==> src/rtl/pq_traffic_gen.sv <==
// Self-running stimulus generator for the priority queue: issues LFSR-keyed enq/deq
// operations only when legal, tracks its own occupancy and flags status mismatches.
module pq_traffic_gen #(
  parameter int          CAPACITY = 8,
  parameter logic [15:0] SEED     = 16'hACE1
) (
  input  logic                               clk,
  input  logic                               rst,
  input  logic                               start,
  input  logic                               stop,
  input  logic [1:0]                         mode,
  input  logic                               busy,
  input  logic                               full,
  input  logic                               empty,
  output logic                               enq,
  output logic                               deq,
  output logic [15:0]                        kvi,
  output logic                               running,
  output logic                               done,
  output logic [$clog2(CAPACITY+1)-1:0]      occ,
  output logic [15:0]                        enq_count,
  output logic [15:0]                        deq_count,
  output logic                               err
);

  localparam int            OW    = $clog2(CAPACITY + 1);
  localparam logic [OW-1:0] CAP_V = OW'(CAPACITY);

  typedef enum logic [1:0] {IDLE, ISSUE, HOLD, WAIT} state_e;

  state_e        state_q;
  logic          mix_q, drain_q, stop_pend_q;
  logic          enq_q, deq_q, done_q, err_q;
  logic [15:0]   lfsr_q, kvi_q, enq_cnt_q, deq_cnt_q;
  logic [OW-1:0] occ_q;

  logic          occ_full, occ_empty, evaluate;
  logic          mix_enq, mix_deq, issue_enq, issue_deq;
  logic [15:0]   lfsr_d;

  assign occ_full  = (occ_q == CAP_V);
  assign occ_empty = (occ_q == '0);
  assign evaluate  = (state_q == ISSUE) && !busy;
  assign lfsr_d    = {lfsr_q[14:0], lfsr_q[15] ^ lfsr_q[13] ^ lfsr_q[12] ^ lfsr_q[10]};

  // NOTE: every signal driven in always_comb gets a default first so no latch is inferred.
  always_comb begin
    mix_enq = 1'b0;
    mix_deq = 1'b0;
    unique case (lfsr_q[1:0])
      2'b00, 2'b01: if (occ_full) mix_deq = 1'b1; else mix_enq = 1'b1;
      2'b10:        if (occ_empty) mix_enq = 1'b1; else mix_deq = 1'b1;
      2'b11: begin
        mix_enq = !occ_full;
        mix_deq = !occ_empty;
      end
    endcase
  end

  always_comb begin
    issue_enq = 1'b0;
    issue_deq = 1'b0;
    if (evaluate && !stop_pend_q) begin
      if (mix_q) begin
        issue_enq = mix_enq;
        issue_deq = mix_deq;
      end else if (!drain_q) begin
        issue_enq = !occ_full;
      end else begin
        issue_deq = !occ_empty;
      end
    end
  end

  // NOTE: sequential state uses non-blocking assignments so all registers update together.
  always_ff @(posedge clk or posedge rst) begin
    if (rst) begin
      state_q     <= IDLE;
      mix_q       <= 1'b0;
      drain_q     <= 1'b0;
      stop_pend_q <= 1'b0;
      enq_q       <= 1'b0;
      deq_q       <= 1'b0;
      done_q      <= 1'b0;
      err_q       <= 1'b0;
      lfsr_q      <= SEED;
      kvi_q       <= '0;
      enq_cnt_q   <= '0;
      deq_cnt_q   <= '0;
      occ_q       <= '0;
    end else begin
      enq_q  <= 1'b0;
      deq_q  <= 1'b0;
      done_q <= 1'b0;
      if (stop && state_q != IDLE) stop_pend_q <= 1'b1;

      if (issue_enq || issue_deq) begin
        enq_q  <= issue_enq;
        deq_q  <= issue_deq;
        lfsr_q <= lfsr_d;
        if (issue_enq) begin
          kvi_q     <= lfsr_q;
          enq_cnt_q <= enq_cnt_q + 16'd1;
        end
        if (issue_deq) deq_cnt_q <= deq_cnt_q + 16'd1;
        if (issue_enq && !issue_deq)      occ_q <= occ_q + OW'(1);
        else if (issue_deq && !issue_enq) occ_q <= occ_q - OW'(1);
      end

      unique case (state_q)
        IDLE: begin
          stop_pend_q <= 1'b0;
          if (start) begin
            lfsr_q    <= SEED;
            occ_q     <= '0;
            enq_cnt_q <= '0;
            deq_cnt_q <= '0;
            err_q     <= 1'b0;
            mix_q     <= (mode == 2'b01);
            drain_q   <= 1'b0;
            state_q   <= ISSUE;
          end
        end
        ISSUE: if (!busy) begin
          if ((full != occ_full) || (empty != occ_empty)) err_q <= 1'b1;
          if (issue_enq || issue_deq) begin
            state_q <= HOLD;
          end else if (stop_pend_q || drain_q) begin
            // MIX always has a legal op, so no-issue here means stop or an empty drain.
            state_q <= IDLE;
            done_q  <= 1'b1;
          end else begin
            drain_q <= 1'b1;
          end
        end
        HOLD: state_q <= WAIT;
        WAIT: if (!busy) state_q <= ISSUE;
        default: state_q <= IDLE;
      endcase
    end
  end

  assign enq       = enq_q;
  assign deq       = deq_q;
  assign kvi       = kvi_q;
  assign running   = (state_q != IDLE);
  assign done      = done_q;
  assign occ       = occ_q;
  assign enq_count = enq_cnt_q;
  assign deq_count = deq_cnt_q;
  assign err       = err_q;

endmodule

==> config.mk <==
export PLATFORM = sky130hd
export DESIGN_NAME = pq_traffic_gen
export DESIGN_NICKNAME = d
export VERILOG_FILES = /design/src/rtl/pq_traffic_gen.sv
export SDC_FILE = /design/constraint.sdc
export NUM_CORES = 1
export LEC_CHECK = 0
export CAP_MARGIN = 20
export CORE_AREA = 2 2 108 110
export CTS_CLUSTER_DIAMETER = 200
export DETAILED_ROUTE_END_ITERATION = 12
export DIE_AREA = 0 0 110 112
export SYNTH_ARGS = -nofsm -noshare
export SYNTH_HDL_FRONTEND = slang
export SYNTH_SLANG_ARGS = --single-unit
==> constraint.sdc <==
create_clock -name clk -period 3.7 [get_ports clk]
set_clock_uncertainty 0.05 [all_clocks]
set_input_delay 0.925 -clock clk [delete_from_list [all_inputs] [get_ports clk]]
set_output_delay 0.925 -clock clk [all_outputs]
set_load 0.03 [all_outputs]
Word-level counts from Yosys, hierarchy flattened

Cells that the tools add are included.

Eq/ne operators: 17
Multiplexer cells: 50
Bitwise gates (word level): 3
Add/subtract/negate cells: 4
Reduce and logical (&&, ||, !) cells: 26

Operators by type and width:

| operator              | count |
|---|---|
| $mux 16               | 11 |
| $add 16x1->16 const B | 2 |
| $mux 1                | 24 |
| $mux 4                | 5 |
| $mux 2                | 5 |
| $ne 2x2->1 const B    | 5 |
| $eq 2x2->1 const B    | 4 |
| $pmux 2 s4            | 1 |
| $reduce_and 4->1      | 2 |
| $eq 2x1->1 const B    | 3 |
| $logic_not 1->1       | 6 |
| $pmux 1 s3            | 2 |
| $reduce_bool 2->1     | 3 |
| $logic_and 1x1->1     | 5 |
| $reduce_and 5->1      | 1 |
| $add 4x1->4 const B   | 1 |
| $eq 4x4->1 const B    | 1 |
| $logic_not 2->1       | 2 |
| $logic_not 4->1       | 1 |
| $pmux 1 s2            | 2 |
| $reduce_and 2->1      | 2 |
| $sub 4x1->4 const B   | 1 |
| $logic_or 1x1->1      | 3 |
| $ne 3x1->1 const B    | 1 |
| other kinds (4)       | 7 |

Output and inout port bits: 57
Word-level logic and storage cells: 113
Register bits: 77
Input bits: 9

Depth between registers and ports, before layout

Depth after elaboration: 12
Depth in mapped cells: 10
Gate-level depth less buffers: 8

Worst setup path after synthesis

No wires, ideal clock.

Path kind: register to register
From: register occ_q[1], in the netlist occ[1]
To: register deq_cnt_q[13], in the netlist deq_count[13]
Slack: 1.365 ns
Clock period less this slack: 2.335 ns
Library setup time: 0.078 ns
Stages on the path, launching flop included: 8
Arrival time: 2.207 ns
Data required time: 3.572 ns
Path buffers: 0
Cells stage by stage: dfrtp_1 -> inv_1 -> ha_1 -> nor2b_1 -> o21a_1 -> or3_4 -> or4_1 -> a21oi_1

Cells in the longest elaborated chain, start to end: 9
Elaborated cells on any way between the ends: 21
Those cells by class: 1 x eq/ne; 16 x mux; 4 x reduce/logical

Ends and longest elaborated chain:

| item                                                 | RTL line | RTL |
|---|---|---|
| start: declaration                                   | 35       | `logic [OW-1:0] occ_q;` |
| start signal: assignment                             | 106      | `if (issue_enq && !issue_deq) occ_q <= occ_q + OW'(1);` |
| start signal: assignment                             | 107      | `else if (issue_deq && !issue_enq) occ_q <= occ_q - OW'(1);` |
| $eq 4x4->1 / $logic_not 4->1 (equally long branches) | 41, 42   |  |
| $mux 1, or another cell as far along                 | 51       | `2'b00, 2'b01: if (occ_full) mix_deq = 1'b1; else mix_enq = 1'b1;` |
| $pmux 1 s3 / $mux 1 (equally long branches)          | 50, 67   |  |
| $mux 1                                               | 64       | `if (mix_q) begin` |
| $mux 1                                               | 63       | `if (evaluate && !stop_pend_q) begin` |
| $mux 16 / $logic_or 1x1->1 (equally long branches)   | 105, 97  |  |
| $mux 16 *                                            | 97       | `if (issue_enq \|\| issue_deq) begin` |
| $mux 16                                              | 113      | `if (start) begin` |
| $mux 16 *                                            | 110      | `unique case (state_q)` |
| end signal: assignment                               | 105      | `if (issue_deq) deq_cnt_q <= deq_cnt_q + 16'd1;` |
| end: declaration                                     | 34       | `logic [15:0] lfsr_q, kvi_q, enq_cnt_q, deq_cnt_q;` |

Every way passes the cells marked *; elsewhere a longest branch is shown, timed or not.
A chain may end at the register's enable or synchronous reset.

Final worst setup path

From: register state_q[0]
To: output port running

Cells in the longest elaborated chain, start to end: 1

Ends and longest elaborated chain:

| item                     | RTL line | RTL |
|---|---|---|
| start: declaration       | 31       | `state_e state_q;` |
| start signal: assignment | 78       | `state_q <= IDLE;` |
| start signal: assignment | 121      | `state_q <= ISSUE;` |
| start signal: assignment | 127      | `state_q <= HOLD;` |
| $reduce_bool 2->1        | 146      | `assign running = (state_q != IDLE);` |
| end: declaration         | 18       | `output logic running,` |

Every way passes these cells.

==> flow_results.org <==
** Outcome
- Status :: completed

** Placed design
- Counting tap cells, the placed design contains a total of 568 instances.
- Final estimated routing congestion in global placement :: 0.794
- Dpl hpwl :: between 5 and 6 mm
- Port buffer count :: 65

** Power and ir drop
- The share of total power dissipated in the clock network is 0.244.
- The internal power of the cells totals 2.19 mW.
- Post-layout power :: 3.60 mW
- Total power per unit cell area :: 736 nW/um2
- In this run the static leakage power is 2.17 nW.
- The worst-case IR drop observed on VDD is 0.366 mV.
- Of the total power, combinational logic draws 0.406.
- Share of total power consumed by net switching :: 0.392
- Switching power :: between 1 and 1.5 mW
- The share of total power dissipated in sequential elements is 0.350.

** Clock tree
- Clock net sink count :: 77
- The longest clock path from root to sink contains 2 buffers.
- Total of hold buffers inserted after clock tree synthesis :: 0
- The cell sitting at the root of the clock tree is a sky130_fd_sc_hd__clkbuf_16.
- Buffers inserted during clock tree synthesis total 9.
- Clk pin slew, worst setup/hold paths :: roughly 0.060 ns
- TritonCTS built the clock tree.
- Post-CTS Resized :: 0
- Insertion delay to the later sink of the worst-skew pair :: 0.33 ns
- H-tree depth :: 3
- Setup repair bufs after CTS :: 0

** GRT
- For this run the aggregate overflow at the end of global routing stands at 0.
- Number of global-route vias before repair :: between 2000 and 3000
- Largest net degree at the start of global routing :: 78
- Number of antenna violations at the first check in global routing :: 0
- For this run, the total global-route usage over all layers was measured as 0.149.
- Wire length of the first global-routing pass :: 14.4 mm

** Critical path
- Data required time of the worst path :: 2.72 ns
- Kind of start point of the critical path :: flip-flop
- Data arrival, critical path :: 1.83 ns
- Along the worst path, the maximum fanout reaches 6.
- Endpoint class of the critical path :: output port
- Crit Path Category :: reg -> out

** Route
- The detailed router finished its first iteration with about 140 violations.
- Total via count in the routed design :: between 2000 and 3000
- For this block, the routed nets add up to 8.35 mm of wire.
- Routed length per placed instance :: around 14 um
- Remaining number of nets flagged by the antenna check after routing :: 0
- For this run, the detailed router's first-pass iteration total came to 4.
- Drt drc :: 0
- Dividing the detail-routed via count by the number of cells gives just under 5.

** Floorplan
- FP Rows :: 39
- The core region is 11200 um2.
- The die is 112 um tall.
- For this configuration, the core starts out at a cell density of 0.339.
- The floorplan step set the die width to 110 um.
- 66 I/O pins were placed.
- Area of the die :: between 10000 and 15000 um2

** Synth
- Number of warning messages in the yosys log :: 0
- Yosys mapped the design onto 56 distinct sky130hd cell types.
- Number of storage elements in the synthesis netlist :: 77
- The synthesized design contains 0 enable-type register cells.
- Syn Nets :: 388
- Post-Synthesis Cell Area :: between 3000 and 4000 um2
- Predominant post-synthesis flop cell :: sky130_fd_sc_hd__dfrtp_1
- Counting flops with an async set or reset pin after synthesis yields a share of 1.00.
- Share of synthesized area occupied by flip-flops and latches :: 0.512
- Number of cells produced by synthesis :: 371
- Per-instance average area after synthesis :: 10.2 um2

** Finish
- Of the cells placed in the final design, the portion with a size suffix greater than 1 is 0.109.
- Area of all sequential standard cells :: 1940 um2
- ANT cells :: 0
- Final Instance Count excl. Fillers :: 584
- Counting the fill cells in the layout gives 1084.
- In the final design database the tool counted about 450 nets.
- Layout overhead on the synthesized area :: 29.2%
- The multi-input combinational cells in the finished layout cover a total of 1740 um2.

** Run
- The tool flagged a number of max-cap violations equal to 0.

** Timing
- Period utilization :: 0.758
- Final critical delay including setup and external delays :: approximately 2.8 ns
- The number of hold violations in the final report was 0.
- Final Slew Violations :: 0
- Static timing analysis puts the maximum clock frequency at 0.357 GHz.
- Setup repair after global routing left no endpoint under its margin.
- Setup violations remaining at the end of the flow were counted as 0.
- Adding up every negative setup slack in the final design gives 0 ns.
- Worst Max-Slew Pin Slew :: 0.651 ns
- Slew Limit Headroom :: 0.566

** Min path
- The worst hold path belongs to the class reg -> reg.
==> synthesized netlist by cell type (9+ instances only) <==
cell	number	area share
sky130_fd_sc_hd__nand3_1	17	0.022
sky130_fd_sc_hd__dfrtp_1	69	0.46
sky130_fd_sc_hd__nor2_1	45	0.045
sky130_fd_sc_hd__nand2_1	52	0.052
sky130_fd_sc_hd__nand4_1	13	0.021
sky130_fd_sc_hd__inv_1	9	0.0089
sky130_fd_sc_hd__mux2i_1	20	0.053
sky130_fd_sc_hd__xnor2_1	12	0.028
sky130_fd_sc_hd__a21oi_1	12	0.016
sky130_fd_sc_hd__xor2_1	18	0.042
==> kinds of logic (layout without fill, tap and decap cells) <==
family	after synthesis	in the layout	share of synthesized area
compound gates	35	35	0.0601
simple gates	169	169	0.226
mux	26	26	0.0707
buf+inv	25	95	0.0294
flops	77	77	0.512
xor+xnor	31	31	0.0753
fa+ha+maj	8	8	0.0264
==> power groups by stage <==
stage | sequential, mW | combinational, mW | clock, mW
2_1_floorplan | 1.46 | 0.809 | 0
3_3_place_gp | 1.27 | 1.45 | 0
3_5_place_dp | 1.27 | 1.47 | 0
4_1_cts | 1.26 | 1.48 | 0.904
5_1_grt | 1.30 | 1.61 | 0.951
6_report | 1.26 | 1.46 | 0.877
==> state kept, by name, indices dropped and copies added (netlist names) <==
signal       flops
deq_count       16
enq_count       16
kvi             16
lfsr_q          16
occ              4
state_q          2
deq              1
done             1
drain_q          1
enq              1
err              1
mix_q            1
stop_pend_q      1
==> cell type report <==
cell class,instances,area share
clock buffer,10,0.0488
clock inverter,6,0.0128
inverter,10,0.00793
multi-input combinational,269,0.356
sequential,77,0.396
tap,143,0.0366
timing repair buffer,69,0.142
==> placed cells by master (no fill, tap or decap), types with 2 or more instances in the layout <==
cell type / instances
sky130_fd_sc_hd__clkinv_2: 3
sky130_fd_sc_hd__nor2_1: 45
sky130_fd_sc_hd__nand3_1: 17
sky130_fd_sc_hd__xor2_1: 18
sky130_fd_sc_hd__nor3_1: 4
sky130_fd_sc_hd__buf_4: 3
sky130_fd_sc_hd__or4_1: 2
sky130_fd_sc_hd__nor2b_1: 3
sky130_fd_sc_hd__clkbuf_16: 9
sky130_fd_sc_hd__nand2b_1: 4
sky130_fd_sc_hd__clkinvlp_4: 3
sky130_fd_sc_hd__ha_1: 8
sky130_fd_sc_hd__o21ai_0: 5
sky130_fd_sc_hd__nor4_1: 7
sky130_fd_sc_hd__dfstp_2: 8
sky130_fd_sc_hd__a21oi_1: 12
sky130_fd_sc_hd__o21a_1: 2
sky130_fd_sc_hd__a31oi_1: 2
sky130_fd_sc_hd__nand2_1: 52
sky130_fd_sc_hd__and3_1: 4
sky130_fd_sc_hd__clkdlybuf4s50_1: 65
sky130_fd_sc_hd__nand4_1: 13
sky130_fd_sc_hd__mux2_2: 6
sky130_fd_sc_hd__dfrtp_1: 69
sky130_fd_sc_hd__and4_1: 2
sky130_fd_sc_hd__inv_1: 8
sky130_fd_sc_hd__nand3b_1: 4
sky130_fd_sc_hd__mux2i_1: 20
sky130_fd_sc_hd__xnor2_1: 12
sky130_fd_sc_hd__o22ai_1: 2
==> critical path, cell delays in order (launching register included) <==
cell                              delay (ns)
sky130_fd_sc_hd__dfrtp_1                0.37
sky130_fd_sc_hd__inv_1                  0.09
sky130_fd_sc_hd__ha_1                   0.27
sky130_fd_sc_hd__inv_1                  0.10
sky130_fd_sc_hd__clkdlybuf4s50_1        0.67
==> path summary, 6_finish.rpt <==
path	from	endpoint	slack, ns	depth (start not counted)
setup / recovery	state_q[0]$_DFFE_PP0P_	running	0.90	4
hold / removal	kvi[14]$_DFFE_PP0P_	kvi[14]$_DFFE_PP0P_	0.43	2
setup reg to reg	occ[1]$_DFF_PP0_	occ[0]$_DFF_PP0_	1.15	8
hold reg to reg	kvi[14]$_DFFE_PP0P_	kvi[14]$_DFFE_PP0P_	0.43	2
max in group asynchronous	rst	lfsr_q[0]$_DFF_PP1_	2.31	3
min in group asynchronous	rst	kvi[13]$_DFFE_PP0P_	0.96	3
==> per-layer routing <==
layer / vias up / part of all wire / GRT usage / wire length [um]
li1: 1409 / - / - / -
met1: 1401 / 0.50 / 0.214 / 4140
met2: 58 / 0.46 / 0.221 / 3800
met3: 7 / 0.038 / 0.0328 / 321
met4: 0 / 0.0096 / 0.0489 / 80
met5: - / 0 / 0 / 0
==> stage by stage <==
stage	setup slack [ns]	utilization	hold slack, ns	instance area (um2)
global route	0.781	0.438	0.472	4890
detailed placement	0.586	0.411	0.413	4590
global placement	0.609	0.411	0.420	4590
floorplan	0.772	-	0.410	3790
finish	0.895	0.438	0.432	4890
CTS	0.856	0.438	0.440	4890
Note: power is estimated with default switching activity, not from simulation.
